===== config.mk =====
export PLATFORM = sky130hd
export DESIGN_NAME = wb_arbiter
export DESIGN_NICKNAME = d
export VERILOG_FILES = /design/src/rtl/wb_arbiter_pkg.sv /design/src/rtl/wb_result_fifo.sv /design/src/rtl/wb_arbiter.sv
export SDC_FILE = /design/constraint.sdc
export NUM_CORES = 1
export LEC_CHECK = 0
export ABC_AREA = 1
export BUFFER_PORTS_ARGS = -buffer_cell sky130_fd_sc_hd__buf_2
export CAP_MARGIN = 25
export CORE_MARGIN = 1.5
export CORE_UTILIZATION = 55
export DETAILED_ROUTE_END_ITERATION = 16
export HOLD_SLACK_MARGIN = 0.12
export MAX_ROUTING_LAYER = met4
export PLACE_DENSITY = 0.81
export SETUP_SLACK_MARGIN = 0.02
export SYNTH_ARGS = -nofsm -noshare
export SYNTH_HDL_FRONTEND = slang
export SYNTH_SLANG_ARGS = --single-unit

===== constraint.sdc =====
create_clock -name clk -period 6.6 [get_ports clk]
set_clock_uncertainty 0.15 [all_clocks]
set_input_delay 0 -clock clk [delete_from_list [all_inputs] [get_ports clk]]
set_output_delay 0 -clock clk [all_outputs]
set_load 0.1 [all_outputs]

===== src/rtl/wb_arbiter_pkg.sv =====
// +--------------------------------------------------------------+
// | wb_arbiter_pkg: shared widths for the writeback arbiter      |
// | Rev 1.0                                                      |
// +--------------------------------------------------------------+
`default_nettype none

package wb_arbiter_pkg;
  localparam int XLEN       = 32;
  localparam int HART_ID_W  = 2;
  localparam int REG_ADDR_W = 5;
  localparam int WB_MAX_SRC = 8;

  // Width for an index/count that must hold values 0..v-1, never below 1 bit.
  function automatic int clog2_min1(input int v);
    return (v <= 1) ? 1 : $clog2(v);
  endfunction
endpackage

`default_nettype wire


===== src/rtl/wb_result_fifo.sv =====
// +--------------------------------------------------------------+
// | wb_result_fifo: per-source result queue, MSB-wrap pointers   |
// | Rev 1.0                                                      |
// +--------------------------------------------------------------+
`default_nettype none

module wb_result_fifo #(
  parameter int WIDTH = 39,
  parameter int DEPTH = 2
) (
  input  logic             clk,
  input  logic             rst_n,
  input  logic             push,
  input  logic [WIDTH-1:0] push_data,
  input  logic             pop,
  output logic             full,
  output logic             empty,
  output logic [WIDTH-1:0] head
);
  localparam int AW = $clog2(DEPTH);

  logic [AW:0]      wr_ptr;
  logic [AW:0]      rd_ptr;
  logic [WIDTH-1:0] mem [DEPTH];

  always_ff @(posedge clk or negedge rst_n) begin
    if (!rst_n) begin
      wr_ptr <= '0;
      rd_ptr <= '0;
    end else begin
      if (push) wr_ptr <= wr_ptr + (AW+1)'(1);
      if (pop)  rd_ptr <= rd_ptr + (AW+1)'(1);
    end
  end

  // Storage needs no reset: pointers alone define what is valid.
  always_ff @(posedge clk) begin
    if (push) mem[wr_ptr[AW-1:0]] <= push_data;
  end

  assign empty = (wr_ptr == rd_ptr);
  assign full  = (wr_ptr[AW] != rd_ptr[AW]) && (wr_ptr[AW-1:0] == rd_ptr[AW-1:0]);
  assign head  = mem[rd_ptr[AW-1:0]];
endmodule

`default_nettype wire


===== src/rtl/wb_arbiter.sv =====
// +--------------------------------------------------------------+
// | wb_arbiter: EX/WB plus queued sources onto one RF write port |
// | Rev 1.0                                                      |
// +--------------------------------------------------------------+
`default_nettype none

module wb_arbiter
  import wb_arbiter_pkg::*;
#(
  parameter int NUM_SRC      = 2,
  parameter int QDEPTH       = 2,
  parameter int STARVE_LIMIT = 4
) (
  input  logic                            clk,
  input  logic                            rst_n,
  input  logic                            exec_valid,
  input  logic                            mem_stall,
  input  logic                            exwb_valid,
  input  logic [HART_ID_W-1:0]            exwb_hart_id,
  input  logic [REG_ADDR_W-1:0]           exwb_rd,
  input  logic [XLEN-1:0]                 exwb_data,
  input  logic [NUM_SRC-1:0]              src_valid,
  output logic [NUM_SRC-1:0]              src_ready,
  input  logic [NUM_SRC*HART_ID_W-1:0]    src_hart_id,
  input  logic [NUM_SRC*REG_ADDR_W-1:0]   src_rd,
  input  logic [NUM_SRC*XLEN-1:0]         src_data,
  output logic                            wb_we,
  output logic [HART_ID_W-1:0]            wb_hart_id,
  output logic [REG_ADDR_W-1:0]           wb_rd,
  output logic [XLEN-1:0]                 wb_data,
  output logic                            wb_stall,
  output logic                            wb_idle
);
  localparam int ENT_W = HART_ID_W + REG_ADDR_W + XLEN;
  localparam int PTR_W = clog2_min1(NUM_SRC);
  localparam int CNT_W = clog2_min1(STARVE_LIMIT + 1);
  localparam logic [CNT_W-1:0] LIMIT_C = CNT_W'(STARVE_LIMIT);

  logic [NUM_SRC-1:0] full;
  logic [NUM_SRC-1:0] empty;
  logic [NUM_SRC-1:0] push;
  logic [NUM_SRC-1:0] pop;
  logic [ENT_W-1:0]   heads [NUM_SRC];

  logic [PTR_W-1:0]   rr_ptr;
  logic [PTR_W-1:0]   sel;
  logic [PTR_W-1:0]   rr_next;
  logic [CNT_W-1:0]   starve_cnt;
  logic               ex_req;
  logic               ex_force;
  logic               q_any;
  logic               q_grant;
  logic               ex_grant;

  generate
    for (genvar i = 0; i < NUM_SRC; i++) begin : g_src
      // rd==0 results are accepted but never stored.
      assign src_ready[i] = rst_n && !full[i];
      assign push[i]      = src_valid[i] && src_ready[i] &&
                            (src_rd[i*REG_ADDR_W +: REG_ADDR_W] != '0);
      assign pop[i]       = q_grant && (sel == PTR_W'(i));

      wb_result_fifo #(
        .WIDTH (ENT_W),
        .DEPTH (QDEPTH)
      ) u_fifo (
        .clk       (clk),
        .rst_n     (rst_n),
        .push      (push[i]),
        .push_data ({src_hart_id[i*HART_ID_W +: HART_ID_W],
                     src_rd[i*REG_ADDR_W +: REG_ADDR_W],
                     src_data[i*XLEN +: XLEN]}),
        .pop       (pop[i]),
        .full      (full[i]),
        .empty     (empty[i]),
        .head      (heads[i])
      );
    end
  endgenerate

  assign ex_req   = exec_valid && !mem_stall && exwb_valid && (exwb_rd != '0);
  assign q_any    = !(&empty);
  assign ex_force = ex_req && (starve_cnt >= LIMIT_C);
  assign q_grant  = q_any && !ex_force;
  assign ex_grant = ex_force || (!q_any && ex_req);

  // First non-empty queue at or after rr_ptr, wrapping modulo NUM_SRC.
  always_comb begin
    sel = '0;
    for (int k = NUM_SRC - 1; k >= 0; k--) begin
      if (!empty[(int'(rr_ptr) + k) % NUM_SRC]) sel = PTR_W'((int'(rr_ptr) + k) % NUM_SRC);
    end
  end

  assign rr_next = (sel == PTR_W'(NUM_SRC - 1)) ? '0 : sel + PTR_W'(1);

  assign wb_we    = q_grant || ex_grant;
  assign wb_stall = ex_req && !ex_grant;
  assign wb_idle  = &empty;
  assign {wb_hart_id, wb_rd, wb_data} = q_grant ? heads[sel]
                                                : {exwb_hart_id, exwb_rd, exwb_data};

  always_ff @(posedge clk or negedge rst_n) begin
    if (!rst_n) begin
      rr_ptr     <= '0;
      starve_cnt <= '0;
    end else begin
      if (q_grant) rr_ptr <= rr_next;
      if (wb_stall) begin
        if (starve_cnt < LIMIT_C) starve_cnt <= starve_cnt + CNT_W'(1);
      end else begin
        starve_cnt <= '0;
      end
    end
  end
endmodule

`default_nettype wire


==> impl_results.md, run 1 <==
- Outcome: finished, final reports clean
- Core area: 13300 sq um
- Initial detailed-routing violation count: 420
- # setup viols final: 0
- Postcts setup bufs: 0
- Min cycle time layout: ~4100 ps
- HPWL reported at the end of detailed placement: 10600 microns
- Pins Over Slew Limit: 0
- I/O pin cnt: 168
- Worst-path clk slew: 60 ps
- Max Cap Viol: 0
- I/O Buffers: ~170
- Tightest Hold Check Type: primary input to register
- Slew @ Worst Pin: about 870 ps
- Yosys cell types: 27
- Cell area after synthesis: 7570 sq um
- Largest net degree at the start of global routing: 44
- Setup crit end kind: output port
- CTS max path bufs: 2
- Worst Path Buf+Inv: 4
- Final wirelength: between 15000 and 20000 microns
- Fmax: roughly 0.24 GHz
- Grt ovf: 0
- CTS H-Tree Depth: 4
- Register area share after synthesis: between 60% and 70%
- Largest stage delay on the critical path: 940 ps
- Synth Warn #: 0
- CTS buffer count: 17
- Skew-Pair Late Insertion Delay: 430 ps
- Slew headroom: 42.1%
- First-pass GRT wire length: roughly 30000 microns
- DR vias/cell: approximately 5.1
- ANT nets after route: 0
- Antenna violations before repair: 0
- Wire length per cell: 15.9 microns
- Cell mode on critical path: nand2_2
- Die span in x: 120 microns
- Drt pass-1 iters: 7
- CP Cell Sequence: inv_4, nand2_2, nand2_2, nand2_2, inv_2, nand2_4, nand2_4, inv_2, nand2_1, nand2_1, buf_2
- RSZ-0062 raised after global routing: no
- Avg Inst Size Synth: 9.74 sq um
- Syn_nets: 902
- DIE AREA: around 14000 sq um
- Layout net count: 1140
- Arrival @ worst endpoint: 3960 ps
- Crit-path slowest cell: dfrtp_2
- Root Driver: clkbuf_16
- Area delta synth->final: 32.0%
- Initial Utilization: 56.7%
- Worst Path Required: 6450 ps
- Critical path's top delay family: buffers and inverters
- Fin. Hold Viols: 0
- Setup TNS: 0 ps
- TritonCTS clock tree: yes
- Residual DRC: 0
- # clock sinks: 168
- Routability Congestion: 0.802
- CP Launch Type: register
- Via count: between 6000 and 7000
- Worst-path maximum fanout: 43
- Post-Syn Instances: 777
- Row count: 42
- Die H: 120 microns
- Synthesized flop and latch total: 168
- CP Class: register to output port
- Fraction of layout cells with a size suffix above 1: 23.5%
- Final worst-path cycle share: 62.3%
- Gr usage total: between 20 and 30%
- Vias in the first global route: between 6000 and 7000
==> stage by stage <==
stage	instance area (sq um)	std cells	hold WS [ps]	utilization, %	setup WS, ps
after floorplan	7570	777	-446	-	3290
after global placement	8450	1085	-246	63.3	3080
after detailed placement	8500	1087	-241	63.7	2940
after CTS	9990	1204	124	74.8	2470
after global routing	9990	1204	136	74.8	2220
final	9990	1205	142	74.8	2490
==> synth_stat cells <==
cell type	count	area share, %
buf_2	11	0.73
nand2_2	4	0.33
nor3_1	2	0.13
nand4_1	2	0.17
dfrtp_1	12	4.0
o21ai_0	3	0.20
nor2_1	16	0.79
ha_1	1	0.17
xor2_1	2	0.23
inv_4	1	0.083
nand3_2	10	1.3
nand2_4	5	0.74
xnor2_1	1	0.12
inv_1	13	0.64
nand3_1	33	2.2
inv_2	9	0.45
o21ai_1	1	0.066
nand3b_1	1	0.099
nor2_2	4	0.33
and3_1	1	0.083
buf_4	6	0.60
nand2_1	461	23
clkbuf_1	16	0.79
nor2_4	1	0.15
buf_6	4	0.60
edfxtp_1	156	62
buf_12	1	0.26
==> worst paths after layout <==
kind | cells past startpoint | startpoint | slack, ps | endpoint
setup / recovery | 11 | g_src[0].u_fifo.rd_ptr[0] | 2490 | wb_data[10]
hold / removal | 2 | src_data[20] | 140 | g_src[0].u_fifo.mem[1][20]
setup reg to reg | 9 | g_src[0].u_fifo.rd_ptr[0] | 3190 | g_src[0].u_fifo.mem[1][15]
hold reg to reg | 1 | starve_cnt[0] | 290 | starve_cnt[0]
max in group asynchronous | 3 | rst_n | 5350 | g_src[1].u_fifo.rd_ptr[0]
min in group asynchronous | 3 | rst_n | 530 | starve_cnt[1]
==> per-layer routing <==
layer / wire length [microns] / track usage (%)
met1: 7640 / 32.1
met2: 9840 / 49.9
met3: 1190 / 5.61
met4: 454 / 11.9
met5: 0 / -
==> timing repair <==
item / CTS / global route
endpoints found under the hold margin: 175 / 0
hold buffers: 85 / 0
resized for setup: 0 / 0
==> sequential cells by signal, summed over array words and instances (netlist names) <==
name,cells
g_src.u_fifo.mem,156
g_src.u_fifo.rd_ptr,4
g_src.u_fifo.wr_ptr,4
rr_ptr,1
starve_cnt,3
==> cells in the final DEF, fill, tap and decap left out, types with 3 or more instances in the layout <==
master	count
nor2_2	4
nand2_1	461
nand2_4	5
nor2_1	12
inv_1	13
inv_2	9
dlygate4sd3_1	85
nor2_4	5
edfxtp_1	156
nand3_1	33
clkinvlp_4	5
dfrtp_1	10
nand3_2	10
clkbuf_16	17
clkinv_2	3
o21ai_0	3
buf_4	3
bufinv_16	5
nand2_2	4
buf_2	167
==> cell families after synthesis <==
kind of cell	count (synthesis)	share of synthesized area, %
adder cells (fa/ha/maj)	1	0.165
AO/OA/AOI/OAI	4	0.264
flip-flops	168	65.9
buffers and inverters	61	4.15
AND/OR/NAND/NOR	540	29.2
XOR/XNOR	3	0.347
==> worst register-to-register path: stages (launching register included) <==
cell and delay (ps):
dfrtp_2 940, inv_4 410, nand2_2 170, nand2_2 70
nand2_1 60, nand2_1 100, nor2_1 150, inv_1 130
nor2_4 420, buf_4 470
==> area by class of cell <==
class | count | area, sq um
Antenna cell | 1 | 2.50
Clock buffer | 19 | 433
Clock inverter | 13 | 203
Fill cell | 878 | 3360
Inverter | 23 | 88.8
Multi-Input combinational cell | 548 | 2300
Sequential cell | 168 | 4990
Tap cell | 176 | 220
Timing Repair Buffer | 257 | 1760
Power of run 1 is left out: the tool's default activity adds up to more than one toggle a clock period on the data nets, which glitch-free logic cannot reach.
==> inputs of run 2 (changes only) <==
--- a/config.mk
+++ b/config.mk
@@ -5,15 +5,15 @@
 export SDC_FILE = /design/constraint.sdc
 export NUM_CORES = 1
 export LEC_CHECK = 0
-export ABC_AREA = 1
+export ABC_AREA = 0
 export BUFFER_PORTS_ARGS = -buffer_cell sky130_fd_sc_hd__buf_2
 export CAP_MARGIN = 25
 export CORE_MARGIN = 1.5
-export CORE_UTILIZATION = 55
+export CORE_UTILIZATION = 54
 export DETAILED_ROUTE_END_ITERATION = 16
 export HOLD_SLACK_MARGIN = 0.12
 export MAX_ROUTING_LAYER = met4
-export PLACE_DENSITY = 0.81
+export PLACE_DENSITY = 0.8
 export SETUP_SLACK_MARGIN = 0.02
 export SYNTH_ARGS = -nofsm -noshare
 export SYNTH_HDL_FRONTEND = slang
==> constraint.sdc (replaced) <==
create_clock -name clk -period 3.95 [get_ports clk]
set_clock_uncertainty 0.15 [all_clocks]
set_input_delay 0 -clock clk [delete_from_list [all_inputs] [get_ports clk]]
set_output_delay 0 -clock clk [all_outputs]
set_load 0.1 [all_outputs]
==> run 2 against run 1 <==
  * Global-route usage decreased by 2.0 points
  * Final cell count decreased by 30%
  * Register-to-register slack got worse by 1800 ps
  * Routed wire length decreased by 11%
  * Critical path type unchanged
  * Critical endpoint is now wb_rd[0]
==> impl_results.md, run 2 <==
- Outcome: finished, final reports clean
- First-pass GRT wire length: around 27000 microns
- Slew headroom: a little over a third
- # setup viols final: 0
- HP Start: src_data[62]
- Initial Utilization: 55.9%
- CTS H-Tree Depth: 4
- Depth of the worst register-to-register path: 4
- I/O pin cnt: 168
- Worst reg2reg startpoint: g_src[0].u_fifo.wr_ptr[0]
- Most frequent cells in the layout: buf_2 (167), edfxtp_1 (156), dlygate4sd3_1 (86)
- TritonCTS clock tree: yes
- Antenna violations before repair: 0
- Setup TNS: 0 ps
- Cell area after synthesis: 7110 sq um
- CP Cell Sequence: xor2_1, o21ai_0, nand3_2, buf_12, o221ai_2, buf_2
- WHS Path Cells: 2
- CP Launch Type: register
- Register area share after synthesis: 70.1%
- Flop2flop setup slack: 1370 ps
- Area share of the largest cell type after synthesis: 65.9%
- Worst Path Required: 3800 ps
- Largest register FFs: approximately 160
- Hold EP: g_src[1].u_fifo.mem[1][30]
- Crit-path slowest cell: nand3_2
- End of the worst register-to-register path: g_src[0].u_fifo.mem[0][11]
- EDFF count, synth: approximately 160
- Min cycle time layout: 3210 ps
- Fraction of layout cells with a size suffix above 1: 38.7%
- Synth Warn #: 0
- Post-Syn Instances: 403
- DR vias/cell: 5.56
- Fin. Hold Viols: 0
- Initial detailed-routing violation count: 326
- Fmax: 0.311 GHz
- Routability Congestion: 0.766
- HPWL reported at the end of detailed placement: 10000 microns
- Final wirelength: 16900 microns
- I/O Buffers: 167
- Syn_nets: 528
- Postcts setup bufs: 0
- DIE AREA: 13900 sq um
- Layout net count: between 700 and 800
- Ys flop type: edfxtp_1
- Synth top area cells: edfxtp_1 (66%), mux2i_1 (11%), o221ai_2 (8.2%), dfrtp_1 (4.2%), o21ai_1 (2.7%)
- Most common cell after layout, fill and taps aside: buf_2
- CP Class: register to output port
- Residual DRC: 0
- Core area: 12700 sq um
- Tightest Hold Check Type: primary input to register
- Final worst-path cycle share: 81.3%
- Async set or reset register ratio after synthesis: between 7 and 8%
- Area leader, netlist: edfxtp_1
- CTS max path bufs: 2
- Largest stage delay on the critical path: 560 ps
- Skew-Pair Late Insertion Delay: 420 ps
- Max Cap Viol: 0
- Setup crit end kind: output port
- Top-count cell post-synth: edfxtp_1
- Row count: between 40 and 50
- Gr usage total: 26.4%
- Most frequent cells after synthesis: edfxtp_1 (156), mux2i_1 (78), o21ai_1 (39), o221ai_2 (39), dfrtp_1 (12)
- Area delta synth->final: 35.0%
- Vias in the first global route: ~5100
- Yosys cell types: 34
- # clock sinks: between 150 and 200
- Via count: 4708
- Drt pass-1 iters: 5
- Worst-path maximum fanout: 25
- RSZ-0062 raised after global routing: no
- CTS buffer count: 17
- Synthesized flop and latch total: 168
- Die H: 118 microns
- Arrival @ worst endpoint: 3060 ps
- ANT nets after route: 0
- Antenna Cells: 0
- Avg Inst Size Synth: 17.6 sq um
- Slew @ Worst Pin: roughly 960 ps
- Grt ovf: 0
- Largest net degree at the start of global routing: 42
- Worst-path clk slew: approximately 60 ps
- Die span in x: 118 microns
- Wire length per cell: 20.0 microns
- Root Driver: clkbuf_16
- Pins Over Slew Limit: 0
[run 2: cell types whose count changed after synthesis, sizes merged, moves of 4 or more]
cell    before  now
nand3       43    2
o21ai        4   48
clkbuf      16    6
xor2         2    6
xnor2        1    6
nor2        21    0
inv         23    5
nand2      470    2
mux2i        0   78
o221ai       0   39
[run 2: layout make-up]
| type | count | area [sq um] |
|---|---|---|
| clock inverters | 13 | 153 |
| clock buffers | 19 | 433 |
| multi-input cells | 204 | 1990 |
| repair buffers | 266 | 1810 |
| fillers | 785 | 3120 |
| well taps | 172 | 215 |
| flip-flops and latches | 168 | 4990 |
| inverters | 5 | 18.8 |
[run 2: routing by layer]
| metal | part of all wire (%) | vias to the layer above | track usage, % |
|---|---|---|---|
| met2 | 53 | 181 | 45.7 |
| met4 | 1.4 | 0 | 8.99 |
| met5 | 0 | - | - |
| li1 | - | 2166 | - |
| met1 | 40 | 2337 | 30.8 |
| met3 | 5.5 | 24 | 5.67 |
[run 2: cell families after synthesis]
family | Yosys count | synth area share [%]
adder cells (fa/ha/maj) | 1 | 0.176
AO/OA/AOI/OAI | 90 | 12.1
buffers and inverters | 31 | 2.45
multiplexers | 78 | 11.0
flip-flops | 168 | 70.1
AND/OR/NAND/NOR | 23 | 2.59
XOR/XNOR | 12 | 1.58
[run 2: worst max path at each step]
stage                                    from       endpoint  slack [ps]  cells past startpoint
detailed placement  g_src[1].u_fifo.wr_ptr[0]       wb_rd[0]        1200                      6
global placement    g_src[1].u_fifo.wr_ptr[0]       wb_rd[0]        1280                      5
finish              g_src[1].u_fifo.rd_ptr[1]       wb_rd[0]         740                      6
global route        g_src[1].u_fifo.rd_ptr[1]       wb_rd[0]         580                      6
floorplan           g_src[1].u_fifo.rd_ptr[0]  starve_cnt[1]         430                      5
CTS                 g_src[1].u_fifo.wr_ptr[0]       wb_rd[0]         730                      5
[run 2: critical path: cells and delay by family, from the launching register on]
family          cells  cell delay (ps)
flops               1              420
simple gates        1              560
compound gates      2              510
xor+xnor            1              220
buf+inv             2              900
[run 2: stage by stage]
stage          utilization, %  cells  hold slack, ps  setup WS (ps)  instance area, sq um
3_3_place_gp             64.1    729            -252           1280                  8150
2_1_floorplan               -    403            -446            426                  7120
5_1_grt                  75.5    847             134            580                  9600
3_5_place_dp             64.1    729            -247           1200                  8150
4_1_cts                  75.5    847             124            726                  9600
6_report                 75.5    847             145            738                  9600
[run 2: what timing repair did]
action / in CTS / in global routing
hold buffers: 86 / 0
endpoints found under the hold margin: 175 / 0
resized for setup: 0 / 0
Power of run 2 is left out for the same reason.
==> inputs of run 3 (changes only) <==
--- a/config.mk
+++ b/config.mk
@@ -9,11 +9,11 @@
 export BUFFER_PORTS_ARGS = -buffer_cell sky130_fd_sc_hd__buf_2
 export CAP_MARGIN = 25
 export CORE_MARGIN = 1.5
-export CORE_UTILIZATION = 54
+export CORE_UTILIZATION = 48
 export DETAILED_ROUTE_END_ITERATION = 16
 export HOLD_SLACK_MARGIN = 0.12
 export MAX_ROUTING_LAYER = met4
-export PLACE_DENSITY = 0.8
+export PLACE_DENSITY = 0.75
 export SETUP_SLACK_MARGIN = 0.02
 export SYNTH_ARGS = -nofsm -noshare
 export SYNTH_HDL_FRONTEND = slang
==> constraint.sdc (replaced) <==
create_clock -name clk -period 2.95 [get_ports clk]
set_clock_uncertainty 0.15 [all_clocks]
set_input_delay 0 -clock clk [delete_from_list [all_inputs] [get_ports clk]]
set_output_delay 0 -clock clk [all_outputs]
set_load 0.1 [all_outputs]
==> run 3 against run 2 <==
  * Count of clock-buffer cells in the layout grew 2
  * Global-route usage shrank 3.1 points
  * Non-clock buffer count grew 5
  * Worst setup slack lost 560 ps
  * Via count is the same
  * Critical path depth is the same
  * Sequential share of layout area shrank 3.5 points
  * Largest cell class unchanged
  * Highest routed layer unchanged
==> impl_results.md, run 3 (synthesis gave the netlist of run 2 again) <==
- Worst Path Required: ~2800 ps
- Critical path's top delay family: simple AND/OR/NAND/NOR gates
- Largest stage delay on the critical path: 430 ps
- Initial detailed-routing violation count: 332
- I/O Buffers: 167
- Post-cts sizing count: 0
- Most frequent cells in the layout: edfxtp_1 (156), buf_2 (128), dlygate4sd3_1 (86)
- CP Class: register to output port
- Skew-Pair Late Insertion Delay: 420 ps
- Min cycle time layout: roughly 2800 ps
- Core area: 14500 sq um
- Grt ovf: 0
- Vias in the first global route: 5013
- Die span in x: between 100 and 150 microns
- First-pass GRT wire length: 26600 microns
- DIE AREA: 15600 sq um
- ANT nets after route: 0
- Layout net count: roughly 800
- Fin area: 10300 sq um
- Antenna Cells: 0
- Most common cell after layout, fill and taps aside: edfxtp_1
- Antenna violations before repair: 0
- Largest register FFs: 156
- Crit-path slowest cell: dfrtp_1
- Drt pass-1 iters: 4
- CTS H-Tree Depth: 4
- CTS buffer count: 17
- RSZ-0062 raised after global routing: no
- Pins Over Slew Limit: 0
- I/O pin cnt: 168
- Wire length per cell: 19.9 microns
- Placed cell area: 8800 sq um
- Outcome: finished, final reports clean
- Cell mode on critical path: buf_12
- Levels on crit path: 6
- CP Launch Type: register
- Worst-path clk slew: 60 ps
- Row count: 44
- Fmax: 0.361 GHz
- Via count: roughly 4700
- Arrival @ worst endpoint: 2620 ps
- WHS Path Cells: 2
- CTS max path bufs: 2
- Depth of the worst register-to-register path: 4
- Gr usage total: a little under a quarter
- # clock sinks: 168
- Fraction of layout cells with a size suffix above 1: between 30% and 40%
- Die H: 125 microns
- Setup crit end kind: output port
- Residual DRC: 0
- Routability Congestion: 0.773
- Root Driver: clkbuf_16
- Largest net degree at the start of global routing: 42
- # setup viols final: 0
- Worst-path maximum fanout: 22
- Fin. Hold Viols: 0
- DR vias/cell: 5.46
- CP Cell Sequence: xor2_1, or2_2, nand3_4, buf_12, o221ai_2, buf_12
- Slew @ Worst Pin: 980 ps
- Slew headroom: around 35%
- TritonCTS clock tree: yes
- Final wirelength: 17200 microns
- Tightest Hold Check Type: primary input to register
- Final worst-path cycle share: 93.8%
- Initial Utilization: 49.1%
- Area delta synth->final: 44.7%
- Worst Path Buf+Inv: 2
- Hold_ws: approximately 150 ps
- HPWL reported at the end of detailed placement: 11000 microns
- Max Cap Viol: 0
run 3: final cells by class:
cell class | count | area [sq um]
clock buffers | 21 | 440
repair buffers | 271 | 2440
clock inverters | 10 | 176
fillers | 912 | 4190
flip-flops and latches | 168 | 4990
well taps | 184 | 230
multi-input cells | 204 | 1990
inverters | 5 | 18.8
run 3: path summary, 6_finish.rpt:
path                                           startpoint                         end  slack, ps
worst min register to register              starve_cnt[0]               starve_cnt[0]        300
worst max register to register  g_src[0].u_fifo.wr_ptr[0]  g_src[0].u_fifo.mem[1][33]        500
max in group asynchronous                           rst_n   g_src[0].u_fifo.rd_ptr[0]       1730
worst min-delay path                         src_data[55]  g_src[1].u_fifo.mem[0][23]        150
worst max-delay path            g_src[1].u_fifo.wr_ptr[0]                 wb_data[23]        180
min in group asynchronous                           rst_n               starve_cnt[1]        540
run 3: routing by layer:
layer  up-vias  share of wire [%]  track usage, %
met5         -                  0               -
met4         0                2.3            9.06
met3        36                5.2            4.68
met2       181                 51            38.8
met1      2323                 41            28.2
li1       2168                  -               -
run 3: metrics by stage:
| stage | setup TNS, ps | worst slack (ps) | utilization [%] | cells |
|---|---|---|---|---|
| floorplan | -31640 | -286 | - | 403 |
| global placement | 0 | 641 | 60.8 | 745 |
| detailed placement | 0 | 515 | 60.8 | 745 |
| CTS | 0 | 105 | 71.0 | 862 |
| global route | 0 | 45.8 | 71.1 | 863 |
| finish | 0 | 182 | 71.1 | 863 |
run 3: timing repair:
| action | in CTS | in global routing |
|---|---|---|
| endpoints found under the setup margin | 0 | 1 |
| endpoints found under the hold margin | 183 | 0 |
| hold buffers | 86 | 0 |
| buffers inserted | 0 | 1 |
Power of run 3 is left out for the same reason.
